--- config.mk ---
export PLATFORM = sky130hd
export DESIGN_NAME = mips32_pipe_ctrl
export DESIGN_NICKNAME = d
export VERILOG_FILES = /design/src/rtl/mips32_pipe_ctrl.sv
export SDC_FILE = /design/constraint.sdc
export NUM_CORES = 1
export LEC_CHECK = 0
export CAP_MARGIN = 10
export CORE_MARGIN = 1.5
export CORE_UTILIZATION = 40
export CTS_CLUSTER_DIAMETER = 150
export DETAILED_ROUTE_END_ITERATION = 16
export DONT_BUFFER_PORTS = 1
export PLACE_DENSITY_LB_ADDON = 0.2
export SYNTH_ARGS = -nofsm -noshare
export SYNTH_HDL_FRONTEND = slang
export SYNTH_SLANG_ARGS = --single-unit
--- constraint.sdc ---
create_clock -name clk -period 2 [get_ports clk]
set_input_delay 0.1 -clock clk [delete_from_list [all_inputs] [get_ports clk]]
set_output_delay 0.1 -clock clk [all_outputs]
set_load 0.1 [all_outputs]
--- src/rtl/mips32_pipe_ctrl.sv ---
// Hazard, flush and halt controller for a 5-stage MIPS32 pipeline.
// Define MIPS32_FWD_EN to enable EX/MEM and MEM/WB operand forwarding (load-use stall only).
module mips32_pipe_ctrl (
    input  logic        clk,
    input  logic        rst_n,
    input  logic        en,
    input  logic [31:0] id_ir,
    input  logic        mem_br_taken,
    output logic        pc_we,
    output logic        ifid_we,
    output logic        pipe_we,
    output logic        flush_ifid,
    output logic        flush_idex,
    output logic        flush_exmem,
    output logic [1:0]  fwd_a_sel,
    output logic [1:0]  fwd_b_sel,
    output logic        halted
);
    typedef enum logic [1:0] {RUN = 2'd0, DRAIN = 2'd1, HALTED = 2'd2} state_t;

    typedef struct packed {
        logic       valid;
        logic [4:0] dst;
        logic       is_load;
    } sb_entry_t;

    localparam int SB_EX  = 0;
    localparam int SB_MEM = 1;
    localparam int SB_WB  = 2;

    state_t     state_reg;
    logic [1:0] drain_cnt_reg;
    logic       halted_reg;
    sb_entry_t  sb_reg [3];

    logic [5:0] opcode;
    logic [4:0] src [2];
    logic [1:0] src_use;
    sb_entry_t  dec_entry;
    logic       dec_hlt;
    logic [1:0] src_stall;
    logic [1:0] fwd_sel [2];
    logic       stall;
    logic       br;
    sb_entry_t  sb_ex_next;
    sb_entry_t  sb_mem_next;

    assign opcode = id_ir[31:26];
    assign src[0] = id_ir[25:21];
    assign src[1] = id_ir[20:16];
    assign br     = mem_br_taken;

    always_comb begin
        src_use   = 2'b00;
        dec_entry = '0;
        dec_hlt   = 1'b0;
        case (opcode)
            6'b000000, 6'b000001, 6'b000010, 6'b000011, 6'b000100: begin
                src_use         = 2'b11;
                dec_entry.valid = 1'b1;
                dec_entry.dst   = id_ir[15:11];
            end
            6'b001000: begin
                src_use           = 2'b01;
                dec_entry.valid   = 1'b1;
                dec_entry.dst     = id_ir[20:16];
                dec_entry.is_load = 1'b1;
            end
            6'b001010, 6'b001011, 6'b001100: begin
                src_use         = 2'b01;
                dec_entry.valid = 1'b1;
                dec_entry.dst   = id_ir[20:16];
            end
            6'b001001:            src_use = 2'b11;
            6'b001101, 6'b001110: src_use = 2'b01;
            6'b111111:            dec_hlt = 1'b1;
            default: ;
        endcase
        // r0 is hardwired to zero, so writing it never creates a hazard
        if (dec_entry.dst == 5'd0) begin
            dec_entry.valid = 1'b0;
        end
    end

    for (genvar gi = 0; gi < 2; gi++) begin : g_src
        logic hit_ex;
        logic hit_mem;
        assign hit_ex  = src_use[gi] && sb_reg[SB_EX].valid  && (sb_reg[SB_EX].dst  == src[gi]);
        assign hit_mem = src_use[gi] && sb_reg[SB_MEM].valid && (sb_reg[SB_MEM].dst == src[gi]);
`ifdef MIPS32_FWD_EN
        assign src_stall[gi] = hit_ex && sb_reg[SB_EX].is_load;
        assign fwd_sel[gi]   = !rst_n                                 ? 2'd0 :
                               (hit_ex && !sb_reg[SB_EX].is_load)     ? 2'd1 :
                               hit_mem                                ? 2'd2 : 2'd0;
`else
        assign src_stall[gi] = hit_ex || hit_mem;
        assign fwd_sel[gi]   = 2'd0;
`endif
    end

    assign stall     = |src_stall;
    assign fwd_a_sel = fwd_sel[0];
    assign fwd_b_sel = fwd_sel[1];
    assign halted    = halted_reg;

    always_comb begin
        pc_we       = 1'b0;
        ifid_we     = 1'b0;
        pipe_we     = 1'b0;
        flush_ifid  = 1'b0;
        flush_idex  = 1'b0;
        flush_exmem = 1'b0;
        if (!rst_n) begin
            pc_we   = 1'b1;
            ifid_we = 1'b1;
            pipe_we = 1'b1;
        end else if (en) begin
            case (state_reg)
                RUN, DRAIN: begin
                    if (br) begin
                        // a taken branch squashes everything younger, overriding stalls and HLT
                        pc_we       = 1'b1;
                        ifid_we     = 1'b1;
                        pipe_we     = 1'b1;
                        flush_ifid  = 1'b1;
                        flush_idex  = 1'b1;
                        flush_exmem = 1'b1;
                    end else if (state_reg == DRAIN || stall || dec_hlt) begin
                        pipe_we    = 1'b1;
                        flush_idex = 1'b1;
                    end else begin
                        pc_we   = 1'b1;
                        ifid_we = 1'b1;
                        pipe_we = 1'b1;
                    end
                end
                default: ;
            endcase
        end
    end

    always_comb begin
        sb_ex_next  = (br || stall || state_reg != RUN) ? '0 : dec_entry;
        sb_mem_next = br ? '0 : sb_reg[SB_EX];
    end

    always_ff @(posedge clk or negedge rst_n) begin
        if (!rst_n) begin
            state_reg     <= RUN;
            drain_cnt_reg <= 2'd0;
            halted_reg    <= 1'b0;
            for (int i = 0; i < 3; i++) begin
                sb_reg[i] <= '0;
            end
        end else if (en && state_reg != HALTED) begin
            sb_reg[SB_EX]  <= sb_ex_next;
            sb_reg[SB_MEM] <= sb_mem_next;
            sb_reg[SB_WB]  <= sb_reg[SB_MEM];
            case (state_reg)
                RUN: begin
                    if (!br && !stall && dec_hlt) begin
                        state_reg     <= DRAIN;
                        drain_cnt_reg <= 2'd3;
                    end
                end
                DRAIN: begin
                    if (br) begin
                        state_reg     <= RUN;
                        drain_cnt_reg <= 2'd0;
                    end else begin
                        drain_cnt_reg <= drain_cnt_reg - 2'd1;
                        if (drain_cnt_reg == 2'd1) begin
                            state_reg  <= HALTED;
                            halted_reg <= 1'b1;
                        end
                    end
                end
                default: ;
            endcase
        end
    end

    // WB entry is kept for completeness of the scoreboard; the register file resolves it.
    logic sink_unused;
    assign sink_unused = ^{id_ir[10:0], sb_reg[SB_WB], sb_reg[SB_MEM].is_load, sb_reg[SB_EX].is_load};

endmodule

### After elaboration in Yosys (flattened, before gate mapping)

Cells that the tools add are included.

* $add $sub $neg: 1
* equality and inequality tests: 21
* mux-type cells: 31
* bitwise operators: 1
* reductions and logical operators: 33

Operator list (count)
* $eq 6x4->1 const B: 7
* $eq 5x5->1: 4
* $mux 1: 20
* $mux 7: 2
* $eq 6x2->1 const B: 2
* $pmux 2 s2: 3
* $pmux 6 s2: 1
* $reduce_or 6->1: 2
* $logic_and 1x1->1: 11
* $mux 2: 5
* $reduce_and 4->1: 2
* $eq 6x1->1 const B: 1
* $eq 6x3->1 const B: 1
* $eq 6x6->1 const B: 1
* $logic_not 6->1: 1
* $logic_or 1x1->1: 6
* $logic_not 5->1: 1
* $reduce_or 5->1: 1
* $eq 2x1->1 const B: 2
* $ne 2x2->1 const B: 2
* $reduce_bool 2->1: 2
* $reduce_or 2->1: 2
* $reduce_or 4->1: 1
* $ne 3x2->1 const B: 1
* other kinds (5): 6

* register bits: 18
* output and inout bits: 11

### Longest topological paths before layout

Gate-level depths: netlist (run 1).

* depth in word-level cells: 14
* gate-level depth with buffers: 6
* gate-level depth less buffers: 5

### Worst setup path before layout (run 1)

Ideal clock, no wire load.

* path type: reg2out
* from: register sb_reg[19] (netlist name)
* to: output flush_idex
* arrival time: 2.758 ns
* required time: 1.900 ns
* setup slack: -0.858 ns
* stages on the path, launching flop included: 6
* cell sequence: dfrtp_1 > xnor2_1 > nand4_1 > o22ai_1 > a32oi_1 > a31oi_1

* longest elaborated chain between the ends: 11
* elaborated cells on any way between the ends: 14

Ends and longest elaborated chain
* start: declaration: line 34 `sb_entry_t sb_reg [3];`
* start signal: indexed assignment: line 156 `sb_reg[SB_EX] <= sb_ex_next;`
* start signal: indexed assignment: line 157 `sb_reg[SB_MEM] <= sb_mem_next;`
* start signal: indexed assignment: line 158 `sb_reg[SB_WB] <= sb_reg[SB_MEM];`
* $eq 5x5->1: line 88 `assign hit_ex = src_use[gi] && sb_reg[SB_EX].valid && (sb_reg[SB_EX].dst == src[gi]);`
* $logic_and 1x1->1: line 88
* $logic_or 1x1->1: line 96 `assign src_stall[gi] = hit_ex || hit_mem;`
* $reduce_or 2->1 (*): line 101 `assign stall = |src_stall;`
* $logic_or 1x1->1 (*) (2 in series): line 128 `end else if (state_reg == DRAIN || stall || dec_hlt) begin`
* $mux 1 (*): line 128
* $mux 1 (*): line 120 `if (br) begin`
* $mux 1 (*): line 118 `case (state_reg)`
* $mux 1 (*): line 117 `end else if (en) begin`
* $mux 1 (*): line 113 `if (!rst_n) begin`
* end: declaration: line 13 `output logic flush_idex,`

Every way passes the cells marked *; elsewhere a longest branch is shown, timed or not.

### Final worst setup path (run 1)

* from: register sb_reg[16] (netlist name)
* to: output pc_we

* longest elaborated chain between the ends: 11
* elaborated cells on any way between the ends: 14

Ends and longest elaborated chain
* $eq 5x5->1: line 88
* $logic_and 1x1->1: line 88
* $logic_or 1x1->1: line 96
* $reduce_or 2->1 (*): line 101
* $logic_or 1x1->1 (*) (2 in series): line 128
* $mux 1 (*) (5 in series)
* end: declaration: line 9 `output logic pc_we,`

Marks and branches as above.

==> results of run 1 <==
layout make-up:
class | count | share of cell area (%)
multi-input cells | 108 | 54.3
flip-flops and latches | 17 | 30.1
clock inverters | 1 | 0.353
clock buffers | 3 | 1.59
repair buffers | 13 | 9.88
inverters | 4 | 1.06
well taps | 31 | 2.73
power groups by stage:
stage	sequential [uW]	combinational [uW]	clock, uW
after detailed placement	380	196	0
after CTS	373	210	198
after floorplan	376	174	0
after global placement	380	194	0
final	374	212	190
after global routing	375	226	216
worst reg2reg max path, cell delays in order (launching register included):
cell and delay, ns:
sky130_fd_sc_hd__dfrtp_1 0.45, sky130_fd_sc_hd__xnor2_1 0.18, sky130_fd_sc_hd__nand4_1 0.12, sky130_fd_sc_hd__o22ai_2 0.18, sky130_fd_sc_hd__a32oi_2 0.19, sky130_fd_sc_hd__buf_4 0.21
sky130_fd_sc_hd__a32o_1 0.22
metrics by stage:
step           total power (uW)  setup TNS (ns)  cell area, sq um  hold slack, ns
2_1_floorplan               550               0              1240          -0.196
3_3_place_gp                573               0              1330          -0.195
3_5_place_dp                576               0              1330          -0.195
4_1_cts                     781         -0.0324              1400         0.00723
5_1_grt                     818          -0.272              1420          0.0203
6_report                    775               0              1420          0.0160
Yosys cell counts (all sizes together):
cell type / count
buf: 6
o21a: 1
a31o: 2
a21boi: 1
nand2: 24
a41o: 1
or4b: 1
maj3: 1
a31oi: 1
nor2b: 1
nand4: 5
conb: 1
o22ai: 3
xnor2: 20
o21ai: 15
a22o: 4
nor4b: 1
a2111oi: 1
and3: 2
a32o: 5
a32oi: 2
inv: 4
nor2: 5
and4: 3
a21oi: 2
clkbuf: 2
ha: 1
mux2i: 1
a21o: 1
dfrtp: 17
metal layers:
metal  routed length (microns)  up-vias
met5                         0        -
met2                      1230       32
li1                          -      509
met4                        28        0
met3                       231        4
met1                      1280      475
kinds of logic (layout without fill, tap and decap cells):
logic type               Yosys count  in the layout  share of synthesized area [%]
AND/OR/NAND/NOR                   42             42                           17.7
buffers and inverters             12             21                           5.66
other                              1              4                          0.314
AO/OA/AOI/OAI                     39             39                           23.3
XOR/XNOR                          20             20                           14.7
adder cells (fa/ha/maj)            2              2                           1.89
multiplexers                       1              1                          0.839
flip-flops                        17             17                           35.6
worst max path at each step:
stage,startpoint,end,slack [ns],depth (start not counted)
floorplan,sb_reg[18],pc_we,0.01,6
global placement,sb_reg[16],ifid_we,0.28,6
detailed placement,sb_reg[16],pc_we,0.27,6
CTS,sb_reg[17],pc_we,-0.02,6
global route,sb_reg[17],pc_we,-0.10,6
finish,sb_reg[16],pc_we,0.02,6
what timing repair did:
action | in CTS | in global routing
pin swaps | 8 | 1
endpoints found under the hold margin | 18 | 0
setup endpoints to repair | 3 | 3
setup buffers | 3 | 0
gates resized for setup | 1 | 3
hold buffers | 2 | 0
==> results.cfg, run 1 <==
[run_status]
status = finished, violations left
violations = DRC

[critical_path]
critical_path.slowest_cell = sky130_fd_sc_hd__dfrtp_1
cpLargestDelayFamily = compound AO/OA/AOI/OAI gates
timing.reg2reg.setup_slack_ns = 0.37
cp-end-kind = primary output
crit_fanout = 4
slowest_delay_ns = 0.45
r2r.worst_path.cells = 6
worst_r2r_endpoint = sb_reg[20]
critical_path.cell_chain = xnor2_1, nand4_1, o22ai_2, a32oi_2, a31o_4, buf_12
crit_arrival_ns = 1.88
criticalPathCategory = reg -> out
cp_data_required_time_ns = 1.90
worst-path-buf-inv = 1
reg2reg_launch_point = sb_reg[16]
setup.worst_path.start_class = register

[layout]
layout-drive-gt1-share_pct = 19.9
number_of_non_filler_instances_in_the_completed_layout = 177
largest_register_ffs = 12
num_antenna_cells = 0
area_delta_synth_final_pct = 18.9
final_standard_cell_utilization_of_the_core_pct = 50.6
most_common_cell_after_layout_fill_and_taps_aside = sky130_fd_sc_hd__nand2_1
multi_input_comb_area_sq_um = 771
fillerInstances = 262
sequential_cell_area_sq_um = 427
most_frequent_cells_in_the_layout = 24 x sky130_fd_sc_hd__nand2_1, 19 x sky130_fd_sc_hd__xnor2_1, 16 x sky130_fd_sc_hd__dfrtp_1
nets = 184

[placed_design]
place_worst_setup_slack_ns = 0.266
dp_hpwl_microns = 2100
port-buffer-count = 0
place.detailed.instances = 168
finalWeightedCongestion = 0.774

[logic_synthesis]
register_area_share_after_synthesis_pct = 35.6
netlist_top_cells_area = sky130_fd_sc_hd__dfrtp_1 36%, sky130_fd_sc_hd__xnor2_1 15%, sky130_fd_sc_hd__nand2_1 7.5%
ys_seq_elements = 17
syn-cell-area_sq_um = 1190
yosys.cell_types.count = 34
yosysTopAreaCellShare_pct = 35.6
netlist_instances = 134
synth_area_leader_cell = sky130_fd_sc_hd__dfrtp_1
synth-warning-count = 0
postSynthAreaPerCell_sq_um = 8.91

[floorplanning]
io_pins = 47
std_cell_rows = 19
fp.dieW_microns = 57.6
design.die.area_sq_um = 3320
floorplan.initialDensity_pct = 42.6
core_area_sq_um = 2810
die_height_microns = 57.6

[hold_path]
hp-start = mem_br_taken
hold_class = in -> reg
worstHoldPathCells = 3
hold-path-endpoint = state_reg[0]

[global_routing]
groute.layer.met2.usage_pct = 26.8
global_route.usage.met1_pct = 24.1
grt_start_max_net_pins = 19
antenna_found_initial = 0
grt_pass1_wl_microns = 4410
grt.overflow.total = 0
grt.total_usage_pct = 17.4
via_count_of_the_first_global_routing_pass = 965
use_met3_pct = 4.91
top_usage_layer = met2

[drt]
final_antenna_net_count = 0
via_count = 1020
routed_wl_microns = 2780
number_of_remaining_drc_errors = 8
dr.first_iter.drc_count = 37
vias_per_cell = 5.76
detail_route.wl_per_cell_microns = 15.7
detailedRoute.firstPassIterationCount = 10

[timing]
timing.clock.skew_ns = 0.00221
final-hold-violation-count = 0
timing.final.setup_violations = 0
final.period_utilization_pct = 98.8
timing.final.max_slew_violations = 0
clock.fmax_mhz = 506
grt_setup_unrepaired = yes
worst-slew-pin-transition_ns = 0.807
slew_headroom_pct = 46.0
final_period_minus_worst_setup_slack_ns = 1.98
setup_ws_ns = 0.0241

[clocking]
clock_tree.htree_level_count = 1
worstSkewPairLatency_ns = 0.29
cts.root.buffer_cell = sky130_fd_sc_hd__clkbuf_4
clock_tree_from_tritoncts = built
cts_made_buffers = 3
clk_pin_slew_worst_paths_ns = 0.11
cts.sinks = 17
clock_tree_buf_depth = 2

[power_and_ir_drop]
comb_power_share_pct = 27.3
vdd_ir_drop_max_uv = 382
net-switching-power_uw = 270
p_per_area_nw_per_um2 = 546
power_report.internal_total_uw = 505
p_leak_uw = 0.000572
clock_power_share_pct = 24.5
share_seq_of_total_power_pct = 48.2
p_sw_share_pct = 34.9

[job]
max-cap-violations = 0
No activity file was read; power rests on OpenSTA's default activity.
==> run 2: changes to the inputs <==
--- a/config.mk
+++ b/config.mk
@@ -8,6 +8,7 @@
 export CAP_MARGIN = 10
 export CORE_MARGIN = 1.5
 export CORE_UTILIZATION = 40
+export CTS_BUF_LIST = sky130_fd_sc_hd__clkbuf_8 sky130_fd_sc_hd__clkbuf_16
 export CTS_CLUSTER_DIAMETER = 150
 export DETAILED_ROUTE_END_ITERATION = 16
 export DONT_BUFFER_PORTS = 1
==> run 2 against run 1 <==
  * The run still ends with DRC left
  * Cell area decreased by 0.44%
  * Setup slack improved by 0.031 ns
  * Fmax up 1.6%
  * Sequential cell count did not move
  * Largest power group unchanged
  * Highest routed layer unchanged
==> results.cfg, run 2 (same netlist as run 1, synthesis figures left out) <==
[run_status]
status = finished, violations left
violations = DRC

[power_and_ir_drop]
p_per_area_nw_per_um2 = 599
vdd_ir_drop_max_uv = 461
total_power_uw = 845
p_leak_uw = 0.000564

[layout]
final_standard_cell_utilization_of_the_core_pct = 50.4
most_common_cell_after_layout_fill_and_taps_aside = sky130_fd_sc_hd__nand2_1
most_frequent_cells_in_the_layout = 24 x sky130_fd_sc_hd__nand2_1, 18 x sky130_fd_sc_hd__xnor2_1, 16 x sky130_fd_sc_hd__dfrtp_1
fillerInstances = 264
layout-drive-gt1-share_pct = 19.0
number_of_non_filler_instances_in_the_completed_layout = 173
nets = 180
area_delta_synth_final_pct = 18.3
largest_register_ffs = 12
num_antenna_cells = 0

[timing]
final.period_utilization_pct = 97.2
grt_setup_unrepaired = yes
timing.final.setup_violations = 0
timing.final.max_slew_violations = 0
timing.clock.skew_ns = 0.00142
clock.fmax_mhz = 514
final_period_minus_worst_setup_slack_ns = 1.94
final-hold-violation-count = 0
slew_headroom_pct = 47.4
worst-slew-pin-transition_ns = 0.786
final.hold.worst_slack_ns = 0.0176

[clocking]
cts.sinks = 17
worstSkewPairLatency_ns = 0.25
clock_tree_buf_depth = 2
clock_tree_from_tritoncts = built
cts_made_buffers = 3
cts.root.buffer_cell = sky130_fd_sc_hd__clkbuf_8
clock_tree.htree_level_count = 1
clk_pin_slew_worst_paths_ns = 0.07

[critical_path]
criticalPathCategory = reg -> out
setup.worst_path.start_class = register
r2r.worst_path.cells = 6
worstSetupEndpoint = pc_we
setup.worst_path.start = sb_reg[16]
worst_r2r_endpoint = sb_reg[20]
crit_fanout = 4
timing.reg2reg.setup_slack_ns = 0.38
cp-end-kind = primary output
reg2reg_launch_point = sb_reg[17]
crit_arrival_ns = 1.84
cp_data_required_time_ns = 1.90

[placed_design]
dp_hpwl_microns = 2100
port-buffer-count = 0
finalWeightedCongestion = 0.774
place.detailed.instances = 168

[floorplanning]
core_area_sq_um = 2810
floorplan.initialDensity_pct = 42.6
fp.dieW_microns = 57.6
die_height_microns = 57.6
io_pins = 47
design.die.area_sq_um = 3320
std_cell_rows = 19

[drt]
top_signal_layer_used = met4
final_antenna_net_count = 0
wl_met2_microns = 1240
vias_per_cell = 5.79
wl_met1_microns = 1240
routed_wl_microns = 2750
via_count = 1001
wl_met3_microns = 246
detail_route.wl_per_cell_microns = 15.9
detailedRoute.firstPassIterationCount = 10
dr.first_iter.drc_count = 43
number_of_remaining_drc_errors = 8

[hold_path]
hold_class = in -> reg
worstHoldPathCells = 1

[job]
max-cap-violations = 0

[global_routing]
grt_start_max_net_pins = 19
grt.overflow.total = 0
grt_pass1_wl_microns = 4330
antenna_found_initial = 0
grt.total_usage_pct = 17.1
via_count_of_the_first_global_routing_pass = 928
run 2: power by group:
part | internal (uW) | switching [uW] | total, uW | leakage, uW
clock network | 138 | 125 | 263 | 0.0000255
logic | 70.3 | 138 | 208 | 0.000311
registers | 358 | 16.2 | 374 | 0.000228
total | 567 | 279 | 845 | 0.000564
run 2: critical path, cell delays in order (launching register included):
cell,delay [ns]
sky130_fd_sc_hd__dfrtp_1,0.45
sky130_fd_sc_hd__xnor2_2,0.16
sky130_fd_sc_hd__nand4_1,0.10
sky130_fd_sc_hd__o22ai_2,0.09
sky130_fd_sc_hd__a32oi_2,0.33
sky130_fd_sc_hd__a31o_4,0.22
sky130_fd_sc_hd__buf_12,0.24
run 2: worst min path at each step:
stage	slack [ns]	end	from
after floorplan	-0.20	drain_cnt_reg[0]	rst_n
after global placement	-0.20	sb_reg[9]	rst_n
after detailed placement	-0.20	sb_reg[11]	rst_n
after CTS	0.01	state_reg[1]	en
after global routing	0.03	state_reg[1]	en
final	0.02	state_reg[1]	en
run 2: stage by stage:
stage	area, sq um	setup TNS, ns	setup WS, ns
global placement	1330	0	0.276
global route	1410	-0.0704	-0.0352
detailed placement	1330	0	0.266
CTS	1390	0	0.000364
finish	1410	0	0.0554
floorplan	1240	0	0.0103
run 2: cell type report:
class | instances | area (sq um) | area share [%]
clock buffer | 3 | 41.3 | 2.92
clock inverter | 1 | 5.00 | 0.354
inverter | 4 | 15.0 | 1.06
multi-input combinational | 108 | 778 | 55.1
sequential | 17 | 427 | 30.2
tap | 31 | 38.8 | 2.75
timing repair buffer | 9 | 108 | 7.62
run 2: layer usage:
| layer | track usage, % | vias up |
|---|---|---|
| met3 | 4.91 | 4 |
| met1 | 23.8 | 464 |
| met2 | 26.0 | 33 |
| met5 | 0 | - |
| li1 | - | 500 |
| met4 | 4.98 | 0 |
run 2: timing repair:
item,in CTS,in global routing
endpoints found under the setup margin,2,3
hold buffers,1,0
resized for setup,1,4
setup buffers,0,0
hold endpoints to repair,17,0
pin swaps,1,8
==> run 3: changes to the inputs <==
--- a/config.mk
+++ b/config.mk
@@ -12,6 +12,7 @@
 export CTS_CLUSTER_DIAMETER = 150
 export DETAILED_ROUTE_END_ITERATION = 16
 export DONT_BUFFER_PORTS = 1
+export HOLD_SLACK_MARGIN = 0.15
 export PLACE_DENSITY_LB_ADDON = 0.2
 export SYNTH_ARGS = -nofsm -noshare
 export SYNTH_HDL_FRONTEND = slang
==> run 3 against run 2 <==
  * The flow still finishes with violations (DRC)
  * Die area did not move
  * Highest routed layer unchanged
  * Clock-buffer cell count did not move
  * Non-clock buffer count rose by 5
  * Sequential share of layout area fell by 1.0 points
  * Critical endpoint unchanged
==> results.cfg, run 3 (same netlist as run 1, synthesis figures left out) <==
[layout]
most_frequent_cells_in_the_layout = 24 x sky130_fd_sc_hd__nand2_1, 18 x sky130_fd_sc_hd__xnor2_1, 16 x sky130_fd_sc_hd__dfrtp_1
final_standard_cell_utilization_of_the_core_pct = 52.1
number_of_non_filler_instances_in_the_completed_layout = 178
layout-drive-gt1-share_pct = 18.4
num_antenna_cells = 0
largest_register_ffs = 12
area_delta_synth_final_pct = 22.5
sequential_cell_area_sq_um = 427
nets = 185
fillerInstances = 262
most_common_cell_after_layout_fill_and_taps_aside = sky130_fd_sc_hd__nand2_1
multi_input_comb_area_sq_um = 778

[critical_path]
slowest_delay_ns = 0.45
criticalPathCategory = reg -> out
crit_fanout = 4
r2r.worst_path.cells = 6
setup.worst_path.start_class = register
critical_path.slowest_cell = sky130_fd_sc_hd__dfrtp_1
critical_path.cell_chain = xnor2_2, nand4_1, o22ai_2, a32oi_2, a31o_4, buf_12
crit_arrival_ns = 1.84
cp-end-kind = primary output
cpLargestDelayFamily = compound AO/OA/AOI/OAI gates
timing.reg2reg.setup_slack_ns = 0.31
cp_data_required_time_ns = 1.90
cp_num_cells = 6
worst-path-buf-inv = 1

[placed_design]
dp_hpwl_microns = 2100
port-buffer-count = 0
place.detailed.instances = 168
finalWeightedCongestion = 0.774

[global_routing]
grt_pass1_wl_microns = 4430
grt.total_usage_pct = 17.4
grt_start_max_net_pins = 19
antenna_found_initial = 0
via_count_of_the_first_global_routing_pass = 948
grt.overflow.total = 0

[drt]
final_antenna_net_count = 0
vias_per_cell = 5.76
number_of_remaining_drc_errors = 8
detailedRoute.firstPassIterationCount = 10
detail_route.wl_per_cell_microns = 15.6
via_count = 1025
routed_wl_microns = 2780
dr.first_iter.drc_count = 49

[clocking]
cts.sinks = 17
clock_tree_buf_depth = 2
cts_made_buffers = 3
worstSkewPairLatency_ns = 0.25
postCtsSetupRepairBufs = 0
clk_pin_slew_worst_paths_ns = 0.07
clock_tree_from_tritoncts = built
cts.root.buffer_cell = sky130_fd_sc_hd__clkbuf_8
clock_tree.htree_level_count = 1

[timing]
clock.fmax_mhz = 516
final_period_minus_worst_setup_slack_ns = 1.94
final.period_utilization_pct = 96.9
slew_headroom_pct = 47.3
timing.final.setup_violations = 0
timing.setup.tns_ns = 0
final-hold-violation-count = 0
timing.clock.skew_ns = 0.00147
worst-slew-pin-transition_ns = 0.788
timing.final.max_slew_violations = 0
grt_setup_unrepaired = yes

[floorplanning]
io_pins = 47
design.die.area_sq_um = 3320
die_height_microns = 57.6
floorplan.initialDensity_pct = 42.6
core_area_sq_um = 2810
fp.dieW_microns = 57.6
std_cell_rows = 19

[run_status]
violations = DRC
status = finished, violations left

[power_and_ir_drop]
vdd_ir_drop_max_uv = 462
p_per_area_nw_per_um2 = 583
p_leak_uw = 0.000582

[hold_path]
worstHoldPathCells = 2
hold_class = in -> reg

[job]
max-cap-violations = 0
run 3: report_power, final:
| part | switching, uW | total (uW) | leakage, uW | internal [uW] |
|---|---|---|---|---|
| combinational | 140 | 216 | 0.000329 | 75.6 |
| clock | 125 | 263 | 0.0000255 | 138 |
| sequential | 16.1 | 374 | 0.000228 | 358 |
| total | 281 | 853 | 0.000582 | 572 |
run 3: stage by stage:
stage	hold slack (ns)	power, uW	cell area [sq um]	setup slack [ns]
after global placement	-0.195	573	1330	0.276
after global routing	0.176	894	1460	-0.0352
after detailed placement	-0.195	576	1330	0.266
final	0.155	853	1460	0.0613
after floorplan	-0.196	550	1240	0.0103
after CTS	0.153	858	1440	0.000365
run 3: layout make-up:
type                       count  share of cell area (%)
timing repair buffer          14                    10.8
clock inverter                 1                   0.342
multi-input combinational    108                    53.2
clock buffer                   3                    2.82
inverter                       4                    1.03
tap                           31                    2.65
sequential                    17                    29.2
run 3: worst register-to-register path, stage by stage (launching register included):
cell	delay, ns
sky130_fd_sc_hd__dfrtp_1	0.42
sky130_fd_sc_hd__inv_2	0.08
sky130_fd_sc_hd__nand2_1	0.11
sky130_fd_sc_hd__nor2_1	0.25
sky130_fd_sc_hd__nand2_1	0.08
sky130_fd_sc_hd__dlygate4sd3_1	0.56
sky130_fd_sc_hd__o21ai_1	0.11
run 3: path summary, 6_finish.rpt:
| check | from | endpoint |
|---|---|---|
| min in group asynchronous | rst_n | sb_reg[8] |
| max in group asynchronous | rst_n | sb_reg[18] |
| min | id_ir[19] | sb_reg[18] |
| max reg2reg | state_reg[1] | state_reg[0] |
| max | sb_reg[16] | pc_we |
| min reg2reg | drain_cnt_reg[0] | drain_cnt_reg[0] |
run 3: metal layers:
metal / GRT usage (%) / share of wire, % / vias to the layer above
li1: - / - / 509
met1: 24.4 / 47 / 483
met5: 0 / 0 / -
met3: 4.69 / 7.5 / 4
met4: 4.98 / 0.86 / 0
met2: 26.6 / 45 / 29
run 3: what timing repair did:
action / CTS / global route
pin swaps: 1 / 8
setup endpoints to repair: 2 / 3
hold buffers: 6 / 0
resized for setup: 1 / 4
hold endpoints to repair: 29 / 0
